$ cat config.mk
export PLATFORM = sky130hd
export DESIGN_NAME = msg_disasm
export DESIGN_NICKNAME = d
export VERILOG_FILES = /design/src/rtl/msg_disasm.sv
export SDC_FILE = /design/constraint.sdc
export NUM_CORES = 1
export LEC_CHECK = 0
export CAP_MARGIN = 5
export CORE_MARGIN = 5
export CORE_UTILIZATION = 45
export CTS_CLUSTER_SIZE = 25
export DETAILED_ROUTE_END_ITERATION = 16
export MAX_ROUTING_LAYER = met4
export PLACE_DENSITY = 0.77
export SLEW_MARGIN = 20
export SYNTH_ARGS = -nofsm -noshare
export SYNTH_HDL_FRONTEND = slang
export SYNTH_SLANG_ARGS = --single-unit
export TNS_END_PERCENT = 30
$ cat constraint.sdc
create_clock -name clk -period 1.8 [get_ports clk]
set_input_delay 0.45 -clock clk [delete_from_list [all_inputs] [get_ports clk]]
set_output_delay 0.45 -clock clk [all_outputs]
set_load 0.01 [all_outputs]
$ cat src/rtl/msg_disasm.sv
// msg_disasm: pops FIFO packets and serialises them word 0 first into a valid/ready UART stream.
// Optional `define MSG_DISASM_GAP_EN inserts GAP_CYCLES idle cycles after every accepted word.
module msg_disasm #(
  parameter int WORD_SIZE        = 8,
  parameter int WORDS_PER_PACKET = 4,
  parameter int CTR_WIDTH        = (WORDS_PER_PACKET > 1) ? $clog2(WORDS_PER_PACKET) : 1,
  parameter int GAP_CYCLES       = 16
) (
  input  logic                                  clk,
  input  logic                                  n_reset,
  input  logic [WORD_SIZE*WORDS_PER_PACKET-1:0] data_in,
  input  logic                                  data_in_valid,
  output logic                                  data_in_ready,
  output logic [WORD_SIZE-1:0]                  data_out,
  output logic                                  data_out_valid,
  input  logic                                  data_out_ready,
  output logic                                  busy
);
  localparam int INPUT_WIDTH = WORD_SIZE*WORDS_PER_PACKET;
  localparam logic [CTR_WIDTH-1:0] CTR_LAST = CTR_WIDTH'(WORDS_PER_PACKET-1);
`ifdef MSG_DISASM_GAP_EN
  typedef enum logic [1:0] {SM_IDLE, SM_SEND, SM_GAP} state_t;
  localparam int GW = (GAP_CYCLES > 0) ? $clog2(GAP_CYCLES+1) : 1;
  localparam logic [GW-1:0] GAP_LAST = GW'((GAP_CYCLES > 0) ? GAP_CYCLES-1 : 0);
  logic [GW-1:0] gap, gap_nxt;
`else
  typedef enum logic [1:0] {SM_IDLE, SM_SEND} state_t;
`endif
  state_t state, state_nxt, st_adv;
  logic [INPUT_WIDTH-1:0] sreg, sreg_nxt;
  logic [CTR_WIDTH-1:0] ctr, ctr_nxt, ctr_adv;
  logic last;
  assign last = ctr == CTR_LAST;
  assign ctr_adv = last ? '0 : ctr + 1'b1;
  assign st_adv = last ? SM_IDLE : SM_SEND;
  assign data_in_ready = n_reset && state == SM_IDLE;
  assign data_out_valid = state == SM_SEND;
  assign busy = state != SM_IDLE;
  assign data_out = sreg[WORD_SIZE-1:0];
  always_comb begin
    state_nxt = state;
    sreg_nxt = sreg;
    ctr_nxt = ctr;
`ifdef MSG_DISASM_GAP_EN
    gap_nxt = gap;
`endif
    case (state)
      SM_IDLE: if (data_in_valid) begin
        sreg_nxt = data_in;
        ctr_nxt = '0;
        state_nxt = SM_SEND;
      end
      SM_SEND: if (data_out_ready) begin
        sreg_nxt = sreg >> WORD_SIZE;
`ifdef MSG_DISASM_GAP_EN
        if (GAP_CYCLES > 0) begin
          gap_nxt = '0;
          state_nxt = SM_GAP;
        end else begin
          ctr_nxt = ctr_adv;
          state_nxt = st_adv;
        end
`else
        ctr_nxt = ctr_adv;
        state_nxt = st_adv;
`endif
      end
`ifdef MSG_DISASM_GAP_EN
      SM_GAP: if (gap == GAP_LAST) begin
        ctr_nxt = ctr_adv;
        state_nxt = st_adv;
      end else gap_nxt = gap + 1'b1;
`endif
      default: state_nxt = SM_IDLE;
    endcase
  end
  always_ff @(posedge clk or negedge n_reset)
    if (!n_reset) begin
      state <= SM_IDLE;
      sreg <= '0;
      ctr <= '0;
`ifdef MSG_DISASM_GAP_EN
      gap <= '0;
`endif
    end else begin
      state <= state_nxt;
      sreg <= sreg_nxt;
      ctr <= ctr_nxt;
`ifdef MSG_DISASM_GAP_EN
      gap <= gap_nxt;
`endif
    end
endmodule

Word level (Yosys, flattened, before mapping)
Index checks and enable logic that the tools add are counted.
- logic and storage cells: 25
- output and inout port bits: 11
- bits in registers: 36
- equality and inequality tests: 4
- add/sub/neg operators: 1
- mux-type cells: 11
- reductions and logical operators: 6
- operators by type and width (operator ; number):
    $mux 32 ; 2
    $pmux 32 s2 ; 1
    $mux 2 ; 5
    $pmux 2 s2 ; 2
    $reduce_bool 2->1 ; 2
    $reduce_and 3->1 ; 1
    $add 2x1->2 const B ; 1
    $eq 2x1->1 const B ; 1
    $eq 2x2->1 const B ; 1
    $logic_not 2->1 ; 1
    $ne 2x1->1 const B ; 1
    $ne 2x2->1 const B ; 1
    $reduce_and 2->1 ; 1
    $logic_and 1x1->1 ; 1
    $mux 1 ; 1

Logic depth before layout (Yosys ltp)
Gate-level depths: netlist of the first run.
- depth after elaboration: 4
- mapped depth: 4
- depth with buffers taken out: 3

Least setup slack after synthesis of the first run
OpenSTA, ideal clock, no wires.
- path kind: register to output
- start: reg state[0]
- end: out data_in_ready
- stages on the path, launching flop included: 4
- path buffers: 2
- arrival: 925 ps
- path slack: 425 ps
- data required time: 1350 ps
- cell sequence: dfrtp_1 -> buf_2 -> buf_4 -> nor2b_1
- cells in the longest elaborated chain, start to end: 2
- RTL lines (what ; RTL line ; RTL):
    start, declared ; 29 ; state_t state, state_nxt, st_adv;
    start signal, assigned ; 86 ; state <= state_nxt;
    $logic_not 2->1 ; 36 ; assign data_in_ready = n_reset && state == SM_IDLE;
    $logic_and 1x1->1 ; 36 ;
    end, declared ; 13 ; output logic data_in_ready,
No other way between the ends.

Final worst setup path of the first run
- start: reg state[0]
- end: out busy
- cells in the longest elaborated chain, start to end: 1
- RTL lines (what ; RTL line ; RTL):
    $reduce_bool 2->1 ; 38 ; assign busy = state != SM_IDLE;
    end, declared ; 17 ; output logic busy
No other way between the ends.

==> results of run 1 <==
==> power by group <==
part	internal, uW	switching [uW]	total [uW]
Combinational	681	523	1200
Clock	271	267	538
Sequential	1090	245	1330
Total	2040	1030	3080
==> cells by family after synthesis <==
family | after synthesis
and+or+nand+nor | 8
xor gates and xnor gates | 1
AOI/OAI and AO/OA | 11
muxes | 81
DFF | 35
adders and majority gates | 1
buffers and inverters | 22
==> per-layer routing <==
metal | part of all wire (%) | up-vias
li1 | - | 644
met1 | 40 | 663
met2 | 52 | 39
met3 | 5.2 | 10
met4 | 2.8 | 0
met5 | 0 | -
==> state kept, by name, indices dropped and copies added, names as in the netlist <==
| signal | flops |
|---|---|
| ctr | 2 |
| sreg | 32 |
| state | 1 |
==> through the flow <==
step	setup WS, ns	std cells	cell area, um^2	hold WS [ns]	utilization, %
4_1_cts	0.0914	251	2500	0.244	57.0
5_1_grt	0.0486	251	2500	0.272	57.0
3_5_place_dp	0.0788	243	2420	0.488	55.2
3_3_place_gp	0.0698	243	2420	0.489	55.2
6_report	0.109	251	2500	0.246	57.0
2_1_floorplan	0.425	159	2050	0.154	-
==> final cells by class <==
| class | count | area share [%] |
|---|---|---|
| multi-input cells | 102 | 38.4 |
| clock inverters | 1 | 0.200 |
| repair buffers | 54 | 20.7 |
| clock buffers | 7 | 3.05 |
| flip-flops and latches | 35 | 35.1 |
| well taps | 52 | 2.60 |
==> worst min path at each step <==
stage	to	start	cells after the start	slack (ns)
2_1_floorplan	ctr[0]$_DFFE_PN0P_	n_reset	0	0.15
3_3_place_gp	sreg[28]$_DFFE_PN0P_	sreg[28]$_DFFE_PN0P_	1	0.49
3_5_place_dp	sreg[28]$_DFFE_PN0P_	sreg[28]$_DFFE_PN0P_	1	0.49
4_1_cts	sreg[24]$_DFFE_PN0P_	n_reset	2	0.24
5_1_grt	ctr[1]$_DFFE_PN0P_	n_reset	2	0.27
6_report	ctr[1]$_DFFE_PN0P_	n_reset	2	0.25
==> cells in the final DEF, fill, tap and decap left out, types with 2 or more instances in the layout <==
master,count
dfrtp_1,34
clkdlybuf4s50_1,42
clkbuf_8,5
o22ai_1,4
o2bb2ai_1,4
buf_4,7
a22o_1,2
mux2i_1,80
nand2_1,5
clkbuf_1,2
buf_2,3
==> flow_summary.json, run 1 <==
{
  "status": "completed",
  "io_pins": 47,
  "grt_setup_unrepaired": "no",
  "layout.nets": 235,
  "die_area_um2": 6010,
  "synth_top_area_share_pct": 42.7,
  "num-fill-cells": 351,
  "grt_use_met1_pct": 17.2,
  "antenna_found_initial": 0,
  "crit_cells": 1,
  "maxSlewHeadroom_pct": 70.8,
  "synthToLayoutAreaGrowth_pct": 21.8,
  "wire_per_inst_um": 16.4,
  "multi_input_area_um2": 958,
  "die_h_um": 77.5,
  "rr_endpoint": "ctr[0]$_DFFE_PN0P_",
  "worst-path-buf-inv": 1,
  "cp_slowest_cell": "clkdlybuf4s50_1",
  "ant_nets": 0,
  "total_power_uw": 3080,
  "synth_enable_flop_cells": 0,
  "clk_path_buf_depth": 2,
  "viasPerCell": 5.40,
  "fmax_mhz": 591,
  "r2r-start": "state[0]$_DFFE_PN0P_",
  "grt_pass1_wl_mm": 6.97,
  "dp_hpwl_mm": 3.06,
  "post-synth-top-area-cell": "dfrtp_1",
  "cts_buffers": 5,
  "ir_drop_mv": 0.529,
  "cpPeakStageDelay_ns": 0.55,
  "worst_pin_slew_ns": 0.439,
  "maxSlewViolCount": 0,
  "path_max_fanout": 6,
  "finClkSkew_ns": 0.00666,
  "hold_buffers": 0,
  "synth_async_sr_flop_share_pct": 100,
  "synth-simple-area-share_pct": 1.83,
  "grt_usage_pct": 14.8,
  "crit_path_cell_trace": "clkdlybuf4s50_1",
  "drc": 0,
  "cts_root_buf": "clkbuf_8",
  "yosys-mux-area-fraction_pct": 39.8,
  "met3_usage_pct": 4.17,
  "regArea_um2": 877,
  "cts_resized": 1,
  "synthCells": 159,
  "worst_skew_pair.late_latency_ns": 0.28,
  "netlist_top_cells_count": "mux2i_1 (80), dfrtp_1 (35), buf_4 (12)",
  "grt.busiest_layer": "met2",
  "yosys_register_bits": 35,
  "final-hold-violation-count": 0,
  "synth_compound_area_share_pct": 4.09,
  "gp_congestion": 0.777,
  "power_density_nw_per_um2": 1230,
  "gr-total-overflow": 0,
  "worstPathArrival_ns": 1.24,
  "drtIter0Drc": 29,
  "crit_start": "state[0]$_DFFE_PN0P_",
  "start_util_pct": 46.8,
  "rows": 24,
  "antenna_cells": 0,
  "clkSinkCount": 35,
  "hold_path_class": "in2async",
  "cpLargestDelayFamily": "buffers and inverters",
  "layout_min_cycle_time_ns": 1.69,
  "endpoint": "busy",
  "ys_top_cells_by_area": "dfrtp_1 (43%), mux2i_1 (39%), buf_4 (4.4%), buf_8 (2.9%), o2bb2ai_1 (1.7%)",
  "synth_adder_area_share_pct": 0.610,
  "synth_fp_nets": 196,
  "cts_tree": "built",
  "crit_type": "reg2out",
  "grt_pass1_vias": 1469,
  "dr_total_vias": 1356,
  "ys_seq_area_share_pct": 42.7,
  "worst_setup_path_end_kind": "output port",
  "rrSetupSlack_ns": 0.53,
  "timing.max_cap.violations": 0,
  "crit_path_start_kind": "register",
  "yosysMostFrequentCell": "mux2i_1",
  "drive_above_1_share_pct": 10.1,
  "clk_pin_slew_ns": 0.07,
  "ff2ff_path_depth": 3,
  "synth_top_family_by_area": "multiplexers",
  "fin_crit_sh_pct": 93.9,
  "grt_max_degree": 36,
  "setup-tns-final_ns": 0,
  "synthDistinctLibCells": 19,
  "critPathRequiredTime_ns": 1.35,
  "portBuffers": 46,
  "synthXorXnorAreaFrac_pct": 0.427,
  "yosys_warnings": 0,
  "p_leak_uw": 0.00131,
  "setup-violations-final": 0,
  "synthFlopType": "dfrtp_1",
  "wl_mm": 4.12,
  "htreeDepth": 2,
  "cts_setup_buffers": 0,
  "drtPass1Iterations": 4,
  "syn_area_per_cell_um2": 12.9,
  "core_um2": 4380,
  "grt_use_met2_pct": 24.0,
  "die_w_um": 77.5,
  "netlist_area_um2": 2050
}
No activity file was read; power rests on OpenSTA's default activity.
==> run 2: changes to the inputs <==
--- a/config.mk
+++ b/config.mk
@@ -11,8 +11,7 @@
 export CTS_CLUSTER_SIZE = 25
 export DETAILED_ROUTE_END_ITERATION = 16
 export MAX_ROUTING_LAYER = met4
-export PLACE_DENSITY = 0.77
-export SLEW_MARGIN = 20
+export PLACE_DENSITY = 0.8
 export SYNTH_ARGS = -nofsm -noshare
 export SYNTH_HDL_FRONTEND = slang
 export SYNTH_SLANG_ARGS = --single-unit
==> constraint.sdc (replaced) <==
create_clock -name clk -period 1.4 [get_ports clk]
set_input_delay 0.35 -clock clk [delete_from_list [all_inputs] [get_ports clk]]
set_output_delay 0.35 -clock clk [all_outputs]
set_load 0.01 [all_outputs]
==> flow_summary.json, run 2 (synthesis gave the netlist of run 1 again) <==
{
  "num-fill-cells": 367,
  "die_area_um2": 6010,
  "cts_setup_buffers": 0,
  "top_register": "sreg",
  "worstPathArrival_ns": 0.97,
  "drtIter0Drc": 70,
  "worst_pin_slew_ns": 0.441,
  "final_common_cell": "mux2i_1",
  "fin_crit_sh_pct": 94.2,
  "maxSlewHeadroom_pct": 70.6,
  "crit_path_start_kind": "register",
  "drive_above_1_share_pct": 12.1,
  "ant_nets": 0,
  "setup-violations-final": 0,
  "clk_path_buf_depth": 2,
  "path_max_fanout": 4,
  "wl_mm": 4.00,
  "setup_ws_ns": 0.0815,
  "layout_min_cycle_time_ns": 1.32,
  "cpPeakStageDelay_ns": 0.42,
  "p_seq_share_pct": 44.5,
  "grt_setup_unrepaired": "no",
  "cts_buffers": 5,
  "gr-total-overflow": 0,
  "start_util_pct": 46.8,
  "grt_usage_pct": 14.3,
  "p_int_uw": 2530,
  "maxSlewViolCount": 0,
  "p_leak_uw": 0.00134,
  "grt_max_degree": 36,
  "final_cells": 250,
  "core_um2": 4380,
  "die_h_um": 77.5,
  "r2r-start": "state[0]$_DFFE_PN0P_",
  "worst-path-buf-inv": 2,
  "rows": 24,
  "post-route-util_pct": 56.8,
  "cpLargestDelayFamily": "flip-flops",
  "hold_buffers": 0,
  "layout.nets": 236,
  "timing.max_cap.violations": 0,
  "fmax_mhz": 758,
  "clk_pin_slew_ns": 0.06,
  "crit_start": "state[0]$_DFFE_PN0P_",
  "antenna_found_initial": 0,
  "finClkSkew_ns": 0.00480,
  "power_frac_clock_pct": 17.3,
  "worst_setup_path_end_kind": "output port",
  "multi_input_area_um2": 961,
  "dp_slack_ns": -0.148,
  "setup-tns-final_ns": 0,
  "portBuffers": 46,
  "cts_tree": "built",
  "p_sw_uw": 1280,
  "mostFrequentLayoutCells": "mux2i_1 (80), dfrtp_1 (34), clkdlybuf4s50_1 (32), dlygate4sd2_1 (8), buf_4 (7)",
  "total_power_uw": 3810,
  "grt_pass1_vias": 1476,
  "cp_slowest_cell": "dfrtp_2",
  "antenna_cells": 0,
  "final-hold-violation-count": 0,
  "synthToLayoutAreaGrowth_pct": 21.4,
  "ir_drop_mv": 0.649,
  "placedCellCount": 244,
  "drc": 0,
  "worst_skew_pair.late_latency_ns": 0.28,
  "status": "completed",
  "hold_path_class": "in2async",
  "regArea_um2": 877,
  "viasPerCell": 5.39,
  "dp_hpwl_mm": 2.98,
  "wire_per_inst_um": 16.0,
  "grt_pass1_wl_mm": 6.82,
  "cts_root_buf": "clkbuf_8",
  "clkSinkCount": 35,
  "switching_share_pct": 33.6,
  "die_w_um": 77.5,
  "htreeDepth": 2,
  "dr_total_vias": 1347,
  "largestRegisters": "sreg x32, ctr x2, state x1",
  "power_density_nw_per_um2": 1530,
  "crit_path_cell_trace": "buf_4 > buf_2",
  "drtPass1Iterations": 2,
  "critPathRequiredTime_ns": 1.05,
  "io_pins": 47,
  "largest_reg_flops": 32,
  "power_frac_comb_pct": 38.2,
  "crit_type": "reg2out",
  "gp_congestion": 0.744
}
[run 2: cell types whose count changed in the layout (fill, tap and decap cells not counted), sizes merged]
cell,previous run,this run
clkdlybuf4s50,42,32
buf,11,14
dlygate4sd2,1,8
clkinv,1,0
[run 2: layout make-up]
cell class | instances | area share (%)
clock buffer | 6 | 2.92
timing repair buffer | 55 | 20.6
sequential | 35 | 35.2
tap | 52 | 2.61
multi-input combinational | 102 | 38.6
[run 2: through the flow]
step	cell area [um^2]	hold slack [ns]
after detailed placement	2440	0.469
after floorplan	2050	0.0544
after global placement	2440	0.456
after global routing	2490	0.190
final	2490	0.141
after CTS	2490	0.166
[run 2: final timing paths]
check	to	slack (ns)	depth (start not counted)
setup reg to reg	ctr[1]$_DFFE_PN0P_	0.10	3
setup / recovery	data_out_valid	0.08	2
hold / removal	sreg[9]$_DFFE_PN0P_	0.14	2
hold reg to reg	sreg[28]$_DFFE_PN0P_	0.50	1
max in group asynchronous	state[0]$_DFFE_PN0P_	0.92	2
min in group clk	sreg[28]$_DFFE_PN0P_	0.50	1
[run 2: routing by layer]
metal	GRT usage, %	part of all wire, %
met2	23.7	51
met3	4.40	4.8
met1	16.6	43
met4	4.47	1.7
met5	-	0
[run 2: power groups by stage]
stage | Clock (uW) | Sequential, uW | Combinational, uW
floorplan | 0 | 1630 | 1220
global placement | 0 | 1680 | 1500
detailed placement | 0 | 1710 | 1580
finish | 658 | 1700 | 1460
CTS | 682 | 1700 | 1490
global route | 715 | 1760 | 1600
[run 2: repair_timing]
action	4_1_cts	5_1_grt
gates resized for setup	21	0
setup endpoints to repair	11	0
endpoints found under the hold margin	0	0
==> run 3: changes to the inputs <==
--- a/config.mk
+++ b/config.mk
@@ -5,13 +5,14 @@
 export SDC_FILE = /design/constraint.sdc
 export NUM_CORES = 1
 export LEC_CHECK = 0
-export CAP_MARGIN = 5
+export CELL_PAD_IN_SITES_DETAIL_PLACEMENT = 1
+export CELL_PAD_IN_SITES_GLOBAL_PLACEMENT = 1
 export CORE_MARGIN = 5
-export CORE_UTILIZATION = 45
+export CORE_UTILIZATION = 36
 export CTS_CLUSTER_SIZE = 25
 export DETAILED_ROUTE_END_ITERATION = 16
 export MAX_ROUTING_LAYER = met4
-export PLACE_DENSITY = 0.8
+export PLACE_DENSITY = 0.84
 export SYNTH_ARGS = -nofsm -noshare
 export SYNTH_HDL_FRONTEND = slang
 export SYNTH_SLANG_ARGS = --single-unit
==> flow_summary.json, run 3 (synthesis gave the netlist of run 1 again) <==
{
  "portBuffers": 46,
  "cts_buffers": 5,
  "path_max_fanout": 3,
  "antenna_cells": 0,
  "ir_drop_mv": 0.851,
  "critPathRequiredTime_ns": 1.05,
  "gr-total-overflow": 0,
  "fin_crit_sh_pct": 94.4,
  "ff2ff_path_depth": 3,
  "power_frac_clock_pct": 17.3,
  "setup_ws_ns": 0.0784,
  "p_int_uw": 2530,
  "cts_root_buf": "clkbuf_8",
  "maxSlewViolCount": 0,
  "num-fill-cells": 585,
  "switching_share_pct": 33.8,
  "cpLargestDelayFamily": "flip-flops",
  "maxSlewHeadroom_pct": 69.8,
  "dp_slack_ns": -0.143,
  "synthToLayoutAreaGrowth_pct": 22.6,
  "clk_path_buf_depth": 2,
  "die_h_um": 85.5,
  "crit_type": "reg2out",
  "clk_pin_slew_ns": 0.07,
  "dp_hpwl_mm": 2.99,
  "final-hold-violation-count": 0,
  "wl_mm": 4.27,
  "crit_start": "sreg[6]$_DFFE_PN0P_",
  "p_seq_share_pct": 44.5,
  "core_um2": 5510,
  "multi_input_area_um2": 961,
  "drtIter0Drc": 14,
  "post-route-util_pct": 45.7,
  "grt_max_degree": 43,
  "dr_total_vias": 1334,
  "hold_path_class": "in2async",
  "mostFrequentLayoutCells": "mux2i_1 (80), dfrtp_1 (34), clkdlybuf4s50_1 (32), dlygate4sd2_1 (8), buf_2 (6)",
  "finClkSkew_ns": 0.00444,
  "viasPerCell": 4.98,
  "layout.nets": 234,
  "cts_tree": "built",
  "antenna_found_initial": 0,
  "rows": 27,
  "worstPathArrival_ns": 0.97,
  "p_leak_uw": 0.00134,
  "start_util_pct": 37.2,
  "cp_slowest_cell": "dfrtp_1",
  "worst_skew_pair.late_latency_ns": 0.28,
  "ant_nets": 0,
  "largestRegisters": "sreg x32, ctr x2, state x1",
  "grt_usage_pct": 12.8,
  "drive_above_1_share_pct": 11.2,
  "crit_path_cell_trace": "dlygate4sd2_1",
  "hold_buffers": 0,
  "final_common_cell": "mux2i_1",
  "fmax_mhz": 757,
  "clkSinkCount": 35,
  "p_sw_uw": 1290,
  "drtPass1Iterations": 3,
  "top_register": "sreg",
  "crit_path_start_kind": "register",
  "worst-path-buf-inv": 1,
  "worst_pin_slew_ns": 0.453,
  "power_density_nw_per_um2": 1520,
  "grt_pass1_vias": 1551,
  "wire_per_inst_um": 15.9,
  "io_pins": 47,
  "timing.max_cap.violations": 0,
  "layout_min_cycle_time_ns": 1.32,
  "setup-violations-final": 0,
  "gp_congestion": 0.697,
  "worst_setup_path_end_kind": "output port",
  "grt_pass1_wl_mm": 7.21,
  "status": "completed",
  "regArea_um2": 877,
  "power_frac_comb_pct": 38.3,
  "cpPeakStageDelay_ns": 0.40,
  "r2r-start": "state[0]$_DFFE_PN0P_",
  "htreeDepth": 2,
  "drc": 0,
  "crit_cells": 1,
  "largest_reg_flops": 32,
  "grt_setup_unrepaired": "no",
  "die_w_um": 85.5,
  "die_area_um2": 7310
}
run 3: area by class of cell:
cell class              count  share of cell area [%]
multi-input cells         102                    38.2
clock buffers               6                    2.89
flip-flops and latches     35                    34.9
well taps                  72                    3.58
repair buffers             53                    20.4
run 3: metal layers:
layer / GRT usage, % / share of wire [%]
met1: 14.4 / 43
met2: 21.9 / 51
met3: 3.40 / 4.6
met4: 4.32 / 1.1
met5: - / 0
run 3: through the flow:
step	std cells	hold WS [ns]	power (uW)	setup TNS, ns	cell area (um^2)
final	268	0.132	3810	0	2510
after global routing	268	0.179	4120	0	2510
after CTS	268	0.150	3900	0	2510
after detailed placement	262	0.457	3290	-0.177	2460
after global placement	262	0.458	3200	-0.0989	2460
after floorplan	159	0.0544	2850	0	2050
run 3: repair_timing:
action                     in CTS  in global routing
buffers inserted                0                  0
resized for setup              22                  0
setup endpoints to repair      13                  0
run 3: worst paths after layout:
check	end	slack, ns
setup reg to reg	ctr[1]$_DFFE_PN0P_	0.12
hold reg to reg	sreg[28]$_DFFE_PN0P_	0.51
setup / recovery	data_out[6]	0.08
hold / removal	sreg[3]$_DFFE_PN0P_	0.13
max in group asynchronous	state[0]$_DFFE_PN0P_	0.93
min in group clk	sreg[24]$_DFFE_PN0P_	0.43
run 3: power by group through the flow:
| stage | combinational (uW) | clock [uW] | sequential (uW) |
|---|---|---|---|
| detailed placement | 1580 | 0 | 1720 |
| CTS | 1500 | 694 | 1700 |
| floorplan | 1220 | 0 | 1630 |
| finish | 1460 | 658 | 1700 |
| global route | 1630 | 740 | 1760 |
| global placement | 1500 | 0 | 1700 |
run 3: worst reg2reg max path: cells and delay by family, from the launching register on:
family | cells | cell delay (ns)
compound gates | 1 | 0.25
simple gates | 1 | 0.15
flops | 1 | 0.39
buf+inv | 1 | 0.38
